`config.mk`:
```
export PLATFORM = sky130hd
export DESIGN_NAME = wide_to_byte_serializer
export DESIGN_NICKNAME = d
export VERILOG_FILES = /design/src/rtl/serializer_pkg.sv /design/src/rtl/sync_fifo.sv /design/src/rtl/wide_to_byte_serializer.sv
export SDC_FILE = /design/constraint.sdc
export NUM_CORES = 1
export LEC_CHECK = 0
export CAP_MARGIN = 20
export CORE_AREA = 2 2 228 118
export DETAILED_ROUTE_END_ITERATION = 10
export DIE_AREA = 0 0 230 120
export PLACE_DENSITY = 0.71
export SLEW_MARGIN = 5
export SYNTH_ARGS = -nofsm -noshare
export SYNTH_HDL_FRONTEND = slang
export SYNTH_SLANG_ARGS = --single-unit
```
`constraint.sdc`:
```
create_clock -name clk -period 3 [get_ports clk]
set_input_delay 0.3 -clock clk [delete_from_list [all_inputs] [get_ports clk]]
set_output_delay 0.3 -clock clk [all_outputs]
set_load 0.05 [all_outputs]
```
`src/rtl/serializer_pkg.sv`:
```
// -----------------------------------------------------------------------------
// serializer_pkg
// Shared types and constants for the wide-word to byte-stream serializer.
//   state_t : serializer FSM states (IDLE, SEND)
//   word_t  : FIFO payload {len, data}; len is valid byte count minus one
// -----------------------------------------------------------------------------
package serializer_pkg;

    localparam int unsigned BYTES_PER_WORD = 8;
    localparam int unsigned BYTE_W         = 8;
    localparam int unsigned WORD_W         = BYTES_PER_WORD * BYTE_W;
    localparam int unsigned LEN_W          = $clog2(BYTES_PER_WORD);

    typedef enum logic {
        IDLE = 1'b0,
        SEND = 1'b1
    } state_t;

    typedef struct packed {
        logic [LEN_W-1:0]  len;
        logic [WORD_W-1:0] data;
    } word_t;

endpackage : serializer_pkg

```
`src/rtl/sync_fifo.sv`:
```
// -----------------------------------------------------------------------------
// sync_fifo
// Single-clock FIFO with registered count/full/empty flags. Pointers wrap
// modulo DEPTH (DEPTH must be a power of two). Push while full and pop while
// empty are ignored.
// Ports:
//   clk, reset_n    : clock, asynchronous active-low reset
//   push_i, wdata_i : write request and data
//   pop_i           : read request (head advances on the edge)
//   rdata_o         : current head entry
//   count_o         : number of entries held
//   full_o, empty_o : registered status flags
// -----------------------------------------------------------------------------
module sync_fifo #(
    parameter int unsigned WIDTH = 8,
    parameter int unsigned DEPTH = 4
) (
    input  logic                    clk,
    input  logic                    reset_n,
    input  logic                    push_i,
    input  logic [WIDTH-1:0]        wdata_i,
    input  logic                    pop_i,
    output logic [WIDTH-1:0]        rdata_o,
    output logic [$clog2(DEPTH):0]  count_o,
    output logic                    full_o,
    output logic                    empty_o
);

    localparam int unsigned PTR_W = $clog2(DEPTH);
    localparam int unsigned CNT_W = PTR_W + 1;

    logic [WIDTH-1:0] mem_q [DEPTH];
    logic [PTR_W-1:0] wr_ptr_q;
    logic [PTR_W-1:0] rd_ptr_q;
    logic [CNT_W-1:0] count_q;
    logic [CNT_W-1:0] count_d;
    logic             full_q;
    logic             empty_q;
    logic             do_push;
    logic             do_pop;

    assign do_push = push_i && !full_q;
    assign do_pop  = pop_i && !empty_q;

    // Occupancy update; simultaneous push and pop leaves it unchanged
    always_comb begin
        count_d = count_q;
        if (do_push && !do_pop) begin
            count_d = count_q + CNT_W'(1);
        end else if (!do_push && do_pop) begin
            count_d = count_q - CNT_W'(1);
        end
    end

    always_ff @(posedge clk or negedge reset_n) begin
        if (!reset_n) begin
            wr_ptr_q <= '0;
            rd_ptr_q <= '0;
            count_q  <= '0;
            full_q   <= 1'b0;
            empty_q  <= 1'b1;
        end else begin
            if (do_push) begin
                wr_ptr_q <= wr_ptr_q + PTR_W'(1);
            end
            if (do_pop) begin
                rd_ptr_q <= rd_ptr_q + PTR_W'(1);
            end
            count_q <= count_d;
            full_q  <= (count_d == CNT_W'(DEPTH));
            empty_q <= (count_d == '0);
        end
    end

    // Storage needs no reset: entries are only read once written
    always_ff @(posedge clk) begin
        if (do_push) begin
            mem_q[wr_ptr_q] <= wdata_i;
        end
    end

    assign rdata_o = mem_q[rd_ptr_q];
    assign count_o = count_q;
    assign full_o  = full_q;
    assign empty_o = empty_q;

endmodule : sync_fifo

```
`src/rtl/wide_to_byte_serializer.sv`:
```
// -----------------------------------------------------------------------------
// wide_to_byte_serializer
// Queues 64-bit words (with a byte length) in a word FIFO and emits them
// LSB-first as a byte stream with a last flag on each word's final byte.
// Ports:
//   clk, reset_n                       : clock, async active-low reset
//   word_in_valid/ready/data/len       : word input handshake
//   stream_out_valid/ready/data/last   : byte output handshake
//   fifo_count                         : words queued (excluding active word)
//   busy                               : FSM is in SEND
//   bytes_sent                         : output handshake counter, present only
//                                        when SERIALIZER_STATS_EN is defined
// -----------------------------------------------------------------------------
module wide_to_byte_serializer
    import serializer_pkg::*;
#(
    parameter int unsigned DEPTH = 4
) (
    input  logic                    clk,
    input  logic                    reset_n,
    input  logic                    word_in_valid,
    output logic                    word_in_ready,
    input  logic [63:0]             word_in_data,
    input  logic [2:0]              word_in_len,
    output logic                    stream_out_valid,
    input  logic                    stream_out_ready,
    output logic [7:0]              stream_out_data,
    output logic                    stream_out_last,
    output logic [$clog2(DEPTH):0]  fifo_count,
    output logic                    busy
`ifdef SERIALIZER_STATS_EN
    ,
    output logic [31:0]             bytes_sent
`endif
);

    state_t            state_q;
    logic [WORD_W-1:0] shift_q;
    logic [LEN_W-1:0]  len_q;
    logic [LEN_W-1:0]  idx_q;
    logic              valid_q;
    logic              last_q;

    word_t             fifo_wdata;
    word_t             fifo_head;
    logic              fifo_full;
    logic              fifo_empty;
    logic              fifo_pop;
    logic              out_hs;

    assign fifo_wdata = '{len: word_in_len, data: word_in_data};
    assign out_hs     = valid_q && stream_out_ready;
    // Pop when idle, or on the final byte's handshake so words run back to back
    assign fifo_pop   = !fifo_empty && ((state_q == IDLE) || (out_hs && last_q));

    sync_fifo #(
        .WIDTH ($bits(word_t)),
        .DEPTH (DEPTH)
    ) u_fifo (
        .clk     (clk),
        .reset_n (reset_n),
        .push_i  (word_in_valid),
        .wdata_i (fifo_wdata),
        .pop_i   (fifo_pop),
        .rdata_o (fifo_head),
        .count_o (fifo_count),
        .full_o  (fifo_full),
        .empty_o (fifo_empty)
    );

    // Serializer FSM; all stream outputs come straight from these registers
    always_ff @(posedge clk or negedge reset_n) begin
        if (!reset_n) begin
            state_q <= IDLE;
            shift_q <= '0;
            len_q   <= '0;
            idx_q   <= '0;
            valid_q <= 1'b0;
            last_q  <= 1'b0;
        end else begin
            case (state_q)
                IDLE: begin
                    if (fifo_pop) begin
                        state_q <= SEND;
                        shift_q <= fifo_head.data;
                        len_q   <= fifo_head.len;
                        idx_q   <= '0;
                        valid_q <= 1'b1;
                        last_q  <= (fifo_head.len == '0);
                    end
                end
                SEND: begin
                    if (stream_out_ready) begin
                        if (!last_q) begin
                            shift_q <= shift_q >> BYTE_W;
                            idx_q   <= idx_q + LEN_W'(1);
                            last_q  <= ((idx_q + LEN_W'(1)) == len_q);
                        end else if (fifo_pop) begin
                            shift_q <= fifo_head.data;
                            len_q   <= fifo_head.len;
                            idx_q   <= '0;
                            last_q  <= (fifo_head.len == '0);
                        end else begin
                            state_q <= IDLE;
                            shift_q <= '0;
                            idx_q   <= '0;
                            valid_q <= 1'b0;
                            last_q  <= 1'b0;
                        end
                    end
                end
                default: begin
                    state_q <= IDLE;
                    valid_q <= 1'b0;
                    last_q  <= 1'b0;
                end
            endcase
        end
    end

    assign word_in_ready    = !fifo_full;
    assign stream_out_valid = valid_q;
    assign stream_out_data  = shift_q[BYTE_W-1:0];
    assign stream_out_last  = last_q;
    assign busy             = (state_q == SEND);

`ifdef SERIALIZER_STATS_EN
    logic [31:0] bytes_sent_q;

    // Free-running handshake counter, wraps naturally at 2^32
    always_ff @(posedge clk or negedge reset_n) begin
        if (!reset_n) begin
            bytes_sent_q <= '0;
        end else if (out_hs) begin
            bytes_sent_q <= bytes_sent_q + 32'd1;
        end
    end

    assign bytes_sent = bytes_sent_q;
`endif

endmodule : wide_to_byte_serializer

```
==> impl_metrics.env, run 1 <==
export IMPL_reg2reg_slack_ns=0.90
export IMPL_final_common_cell="edfxtp_1"
export IMPL_met2_length_um=11500
export IMPL_worst_pin_slew_ns=0.863
export IMPL_path_depth=1
export IMPL_track_usage=0.197
export IMPL_critPathLaunchType="flip-flop"
export IMPL_grt_pass1_vias=6847
export IMPL_synth_top_area_frac=0.603
export IMPL_synth_nets=747
export IMPL_synthMuxAreaShare=0.115
export IMPL_drtPass1Iterations=5
export IMPL_seqCellArea_um2=10100
export IMPL_vias=6709
export IMPL_post_route_period_util=0.730
export IMPL_synth_edf_count=268
export IMPL_async_reset_ff_frac=0.234
export IMPL_final_max_slew_viol_count=0
export IMPL_synth_cell_type_count=43
export IMPL_skew_ns=0.0104
export IMPL_synth_seq_cells=350
export IMPL_cp_endpoint="busy"
export IMPL_ff2ff_path_depth=4
export IMPL_period_needed_ns=2.19
export IMPL_grt_ovfl_total=0
export IMPL_drt_iter0_markers=750
export IMPL_avgSynthCellArea_um2=19.9
export IMPL_vias_per_cell=5.92
export IMPL_holdCritPathClass="primary input to async pin"
export IMPL_fp_dieW_um=230
export IMPL_syn_to_final_growth_pct=16.7
export IMPL_synth_cells=669
export IMPL_r2r_end="shift_q[15]"
export IMPL_die_area_um2=27600
export IMPL_clockBufferDepth=3
export IMPL_port_buffers=85
export IMPL_routabilityCongestion=0.762
export IMPL_crit_start="busy"
export IMPL_cp_slowest_stage_delay_ns=0.85
export IMPL_worstSetupEndpointType="output pin"
export IMPL_yosys_area_share_simple=0.0244
export IMPL_cts_resized_gates=0
export IMPL_yosys_warnings=0
export IMPL_clk_latency_ns=0.56
export IMPL_path_delay_family="buffers and inverters"
export IMPL_cts_root_buf="clkbuf_16"
export IMPL_final_cell_mix="edfxtp_1, clkdlybuf4s50_1, dfrtp_1"
export IMPL_ir_drop_mv=0.473
export IMPL_antenna_found_initial=0
export IMPL_p_total_mw=15.4
export IMPL_syn_area_um2=13300
export IMPL_core_area_um2=25700
export IMPL_numClockSinks=350
export IMPL_crit_required_ns=2.70
export IMPL_die_height_um=120
export IMPL_synth_area_leader_cell="edfxtp_1"
export IMPL_finalWirelength_um=26400
export IMPL_synth_xor_area_frac=0.00525
export IMPL_synth_fa_ha_area_frac=0.00656
export IMPL_setup_tns_ns=0
export IMPL_antenna_diode_count=0
export IMPL_highest_layer="met4"
export IMPL_dr_wl_met3_um=2040
export IMPL_fill_cells=1824
export IMPL_multiInputGateArea_um2=2800
export IMPL_maxSlewHeadroom=0.424
export IMPL_nets=837
export IMPL_crit_fanout=7
export IMPL_place_hpwl_um=16100
export IMPL_cellLeakagePower_nw=5.69
export IMPL_setup_violations_final=0
export IMPL_grt_max_degree=68
export IMPL_synth_compound_area_frac=0.0576
export IMPL_fp_row_count=42
export IMPL_slowest_stage="clkdlybuf4s50_1"
export IMPL_drc=0
export IMPL_finalHoldViolCount=0
export IMPL_cp_data_arrival_time_ns=1.89
export IMPL_drive_gt1_frac=0.187
export IMPL_worstSetupPathType="flip-flop to output pin"
export IMPL_synth_area_leaders="edfxtp_1, dfrtp_1, mux4_2"
export IMPL_ant_nets=0
export IMPL_start_util=0.518
export IMPL_synth_seq_area_share=0.757
export IMPL_ys_flop_type="edfxtp_1"
export IMPL_fmax_mhz=456
export IMPL_rsz0062_at_grt="no"
export IMPL_synth_top_family_by_area="multiplexers"
export IMPL_grt_pass1_wl_um=40600
export IMPL_cts_max_level=1
export IMPL_path_cells="clkdlybuf4s50_1"
export IMPL_status="completed"
export IMPL_power_density_nw_per_um2=987
export IMPL_io_pins=86
export IMPL_wl_met1_um=12400
export IMPL_rr_startpoint="u_fifo.rd_ptr_q[0]"
export IMPL_cts_tree="built"
export IMPL_cts_buffers=29
export IMPL_wire_per_inst_um=23.3
export IMPL_maxCapViolations=0
export IMPL_path_buf_inv=1
export IMPL_clkTransAtPathRegs_ns=0.07
[layer usage]
layer  vias up  global-route usage
met1      3545               0.307
met3        37              0.0452
li1       2898                   -
met2       229               0.287
met4         0              0.0371
met5         -                   0
[how the worst min path moves through the flow]
| stage | start | end | slack [ns] | depth (start not counted) |
|---|---|---|---|---|
| 2_1_floorplan | reset_n | busy | 0.004 | 0 |
| 3_3_place_gp | reset_n | u_fifo.count_o[0] | 0.46 | 1 |
| 3_5_place_dp | reset_n | u_fifo.full_o | 0.46 | 1 |
| 4_1_cts | word_in_data[2] | u_fifo.mem_q[0][2] | 0.34 | 1 |
| 5_1_grt | word_in_data[48] | u_fifo.mem_q[1][48] | 0.36 | 1 |
| 6_report | reset_n | u_fifo.full_o | 0.36 | 2 |
[logic make-up after synthesis]
| logic type | count (synthesis) |
|---|---|
| flops | 350 |
| buf+inv | 91 |
| compound gates | 83 |
| mux | 69 |
| simple gates | 61 |
| xor+xnor | 8 |
| fa+ha+maj | 7 |
[flip-flops by register name, indices dropped and copies added, names as in the netlist]
signal,flops
len_q,3
shift_q,64
stream_out_last,1
u_fifo.mem_q,268
u_fifo.wr_ptr_q,2
u_fifo.rd_ptr_q,2
u_fifo.count_o,3
stream_out_valid,1
u_fifo.full_o,1
idx_q,3
u_fifo.empty_o,1
busy,1
[repair_timing]
action,CTS,global route
hold endpoints to repair,61,0
setup buffers,0,0
hold buffers,1,0
[final cells by class]
cell class,count,share of cell area
clock buffer,37,0.0492
clock inverter,17,0.0110
inverter,44,0.0106
multi-input combinational,228,0.180
sequential,350,0.649
tap,352,0.0283
timing repair buffer,106,0.0720
[stage by stage]
stage / hold slack [ns] / instance area (um2) / util / cells / worst slack [ns]
3_3_place_gp: 0.458 / 14600 / 0.568 / 1079 / 0.886
3_5_place_dp: 0.462 / 14600 / 0.568 / 1079 / 0.850
6_report: 0.362 / 15600 / 0.605 / 1134 / 0.809
5_1_grt: 0.363 / 15600 / 0.605 / 1134 / 0.719
4_1_cts: 0.341 / 15600 / 0.605 / 1134 / 0.773
2_1_floorplan: 0.00441 / 13300 / - / 669 / 0.187
[power by group]
| part | internal (mW) | total [mW] | switching (mW) |
|---|---|---|---|
| Combinational | 2.06 | 4.51 | 2.45 |
| Sequential | 6.45 | 7.09 | 0.641 |
| Clock | 2.08 | 3.76 | 1.69 |
| Total | 10.6 | 15.4 | 4.78 |
[cell usage after synthesis, types with 7 or more instances]
cell type  number
inv_1          44
edfxtp_1      268
nor2_1          9
clkbuf_1       20
mux4_2         67
nand2_1        17
buf_2          13
buf_4           8
ha_1            7
dfrtp_1        81
a222oi_1       37
and3_1         19
a221o_1        19
a22o_1          9
(Power assumes the default switching activity.)
==> run 2: changes to the inputs <==
- CORE_AREA: 2 2 228 118 -> 2 2 224 116
- DIE_AREA: 0 0 230 120 -> 0 0 226 118
- PLACE_DENSITY: 0.71 -> 0.7
- clock period: 3 -> 2.11 ns (I/O delays scaled with it)
==> run 2 against run 1 <==
Non-clock buffer count is 17 higher; count of clock-buffer cells in the layout rose by 5; largest power group unchanged; critical path depth did not move.
==> impl_metrics.env, run 2 (synthesis results as in run 1) <==
export IMPL_ant_nets=0
export IMPL_clk_latency_ns=0.56
export IMPL_switching_share=0.309
export IMPL_grt_max_degree=67
export IMPL_core_area_um2=24700
export IMPL_place_hpwl_um=17700
export IMPL_cp_slowest_stage_delay_ns=0.84
export IMPL_maxCapViolations=0
export IMPL_die_height_um=118
export IMPL_path_cells="clkdlybuf4s50_1"
export IMPL_vias=6806
export IMPL_path_delay_family="buffers and inverters"
export IMPL_fill_cells=1649
export IMPL_worst_pin_slew_ns=0.574
export IMPL_io_pins=86
export IMPL_clkTransAtPathRegs_ns=0.07
export IMPL_start_util=0.541
export IMPL_clockBufferDepth=3
export IMPL_antenna_found_initial=0
export IMPL_worstSetupEndpointType="output pin"
export IMPL_place_area_um2=14800
export IMPL_post_route_period_util=0.973
export IMPL_fmax_mhz=487
export IMPL_crit_start="stream_out_last"
export IMPL_utilization=0.641
export IMPL_power_switching_mw=6.86
export IMPL_intPower_mw=15.4
export IMPL_cts_buffers=29
export IMPL_power_density_nw_per_um2=1410
export IMPL_port_buffers=85
export IMPL_cp_data_arrival_time_ns=1.84
export IMPL_cts_root_buf="clkbuf_16"
export IMPL_drc=0
export IMPL_grt_ovfl_total=0
export IMPL_final_common_cell="edfxtp_1"
export IMPL_fp_dieW_um=226
export IMPL_crit_required_ns=1.90
export IMPL_finalWirelength_um=27700
export IMPL_cts_tree="built"
export IMPL_reg_top3="u_fifo.mem_q: 268 flops, shift_q: 64 flops"
export IMPL_drtPass1Iterations=5
export IMPL_grt_pass1_vias=6939
export IMPL_numClockSinks=350
export IMPL_fp_row_count=41
export IMPL_largest_register_ff_count=268
export IMPL_pwr_share_comb=0.313
export IMPL_ir_drop_mv=0.579
export IMPL_drt_iter0_markers=879
export IMPL_track_usage=0.217
export IMPL_maxSlewHeadroom=0.618
export IMPL_setup_tns_ns=0
export IMPL_critPathLaunchType="flip-flop"
export IMPL_nets=854
export IMPL_holdCritPathClass="primary input to async pin"
export IMPL_grt_pass1_wl_um=42700
export IMPL_path_buf_inv=1
export IMPL_setup_violations_final=0
export IMPL_regMostFlops="u_fifo.mem_q"
export IMPL_drive_gt1_frac=0.205
export IMPL_final_area_um2=15800
export IMPL_seqPwrFrac=0.447
export IMPL_p_clk_frac=0.240
export IMPL_status="completed"
export IMPL_finalHoldViolCount=0
export IMPL_slowest_stage="clkdlybuf4s50_1"
export IMPL_p_total_mw=22.2
export IMPL_cts_max_level=1
export IMPL_die_area_um2=26700
export IMPL_rr_startpoint="u_fifo.rd_ptr_q[0]"
export IMPL_antenna_diode_count=0
export IMPL_cellLeakagePower_nw=5.82
export IMPL_worstSetupPathType="flip-flop to output pin"
export IMPL_routabilityCongestion=0.771
export IMPL_crit_fanout=7
export IMPL_period_needed_ns=2.05
export IMPL_wire_per_inst_um=24.2
export IMPL_skew_ns=0.00752
export IMPL_final_max_slew_viol_count=0
export IMPL_vias_per_cell=5.95
export IMPL_final_cell_mix="edfxtp_1, clkdlybuf4s50_1, dfrtp_1"
export IMPL_syn_to_final_growth_pct=18.5
export IMPL_rsz0062_at_grt="no"
-- run 2: cell types whose count changed in the layout (fill, tap and decap cells not counted), sizes merged --
cell and delta:
clkbuf +5, clkdlybuf4s50 -3, dlygate4sd2 +1, dlymetal6s2s +2
clkinvlp -1, bufinv -2, clkinv -2, buf +17
-- run 2: repair_timing --
item,CTS,global route
endpoints found under the hold margin,41,0
endpoints found under the setup margin,1,2
hold buffers,1,0
gates resized for setup,1,2
setup buffers,0,0
-- run 2: final cells by class --
type | count | area (um2) | share of cell area
multi-input cells | 228 | 2800 | 0.177
repair buffers | 123 | 1350 | 0.0856
flip-flops and latches | 350 | 10100 | 0.639
inverters | 44 | 165 | 0.0104
clock buffers | 42 | 865 | 0.0547
clock inverters | 12 | 88.8 | 0.00562
well taps | 344 | 430 | 0.0272
-- run 2: final timing paths --
kind / slack [ns] / endpoint / depth (start not counted)
worst max-delay path: 0.06 / stream_out_last / 1
worst min-delay path: 0.19 / u_fifo.count_o[0] / 2
worst max register to register: 0.14 / shift_q[3] / 5
worst min register to register: 0.50 / shift_q[15] / 2
max in group asynchronous: 1.16 / shift_q[24] / 3
min in group clk: 0.30 / u_fifo.mem_q[2][59] / 1
-- run 2: metal layers --
metal,part of all wire,global-route usage,wire length [um],vias to the layer above
li1,-,-,-,2933
met1,0.46,0.352,12800,3571
met2,0.44,0.310,12100,274
met3,0.084,0.0437,2320,28
met4,0.013,0.0360,353,0
met5,0,0,0,-
-- run 2: power groups by stage --
| stage | combinational, mW | sequential, mW | clock [mW] |
|---|---|---|---|
| 3_5_place_dp | 7.02 | 10.1 | 0 |
| 2_1_floorplan | 4.66 | 9.91 | 0 |
| 6_report | 6.96 | 9.94 | 5.33 |
| 3_3_place_gp | 6.82 | 9.97 | 0 |
| 5_1_grt | 7.51 | 10.1 | 5.71 |
| 4_1_cts | 7.06 | 9.94 | 5.44 |
-- run 2: per-stage QoR --
step / hold slack (ns) / setup WS [ns] / std cells
after floorplan: -0.0846 / 0.0211 / 669
after global placement: 0.228 / 0.142 / 1088
after detailed placement: 0.246 / 0.103 / 1088
after CTS: 0.191 / 0.00365 / 1143
after global routing: 0.233 / 0.00449 / 1143
final: 0.188 / 0.0559 / 1143
==> run 3: changes to the inputs <==
- ABC_CLOCK_PERIOD_IN_PS: unset -> 2110
- CAP_MARGIN: 20 -> unset
==> results of run 3 <==
No change in the layout: final DEF, timing and power equal those of run 2.
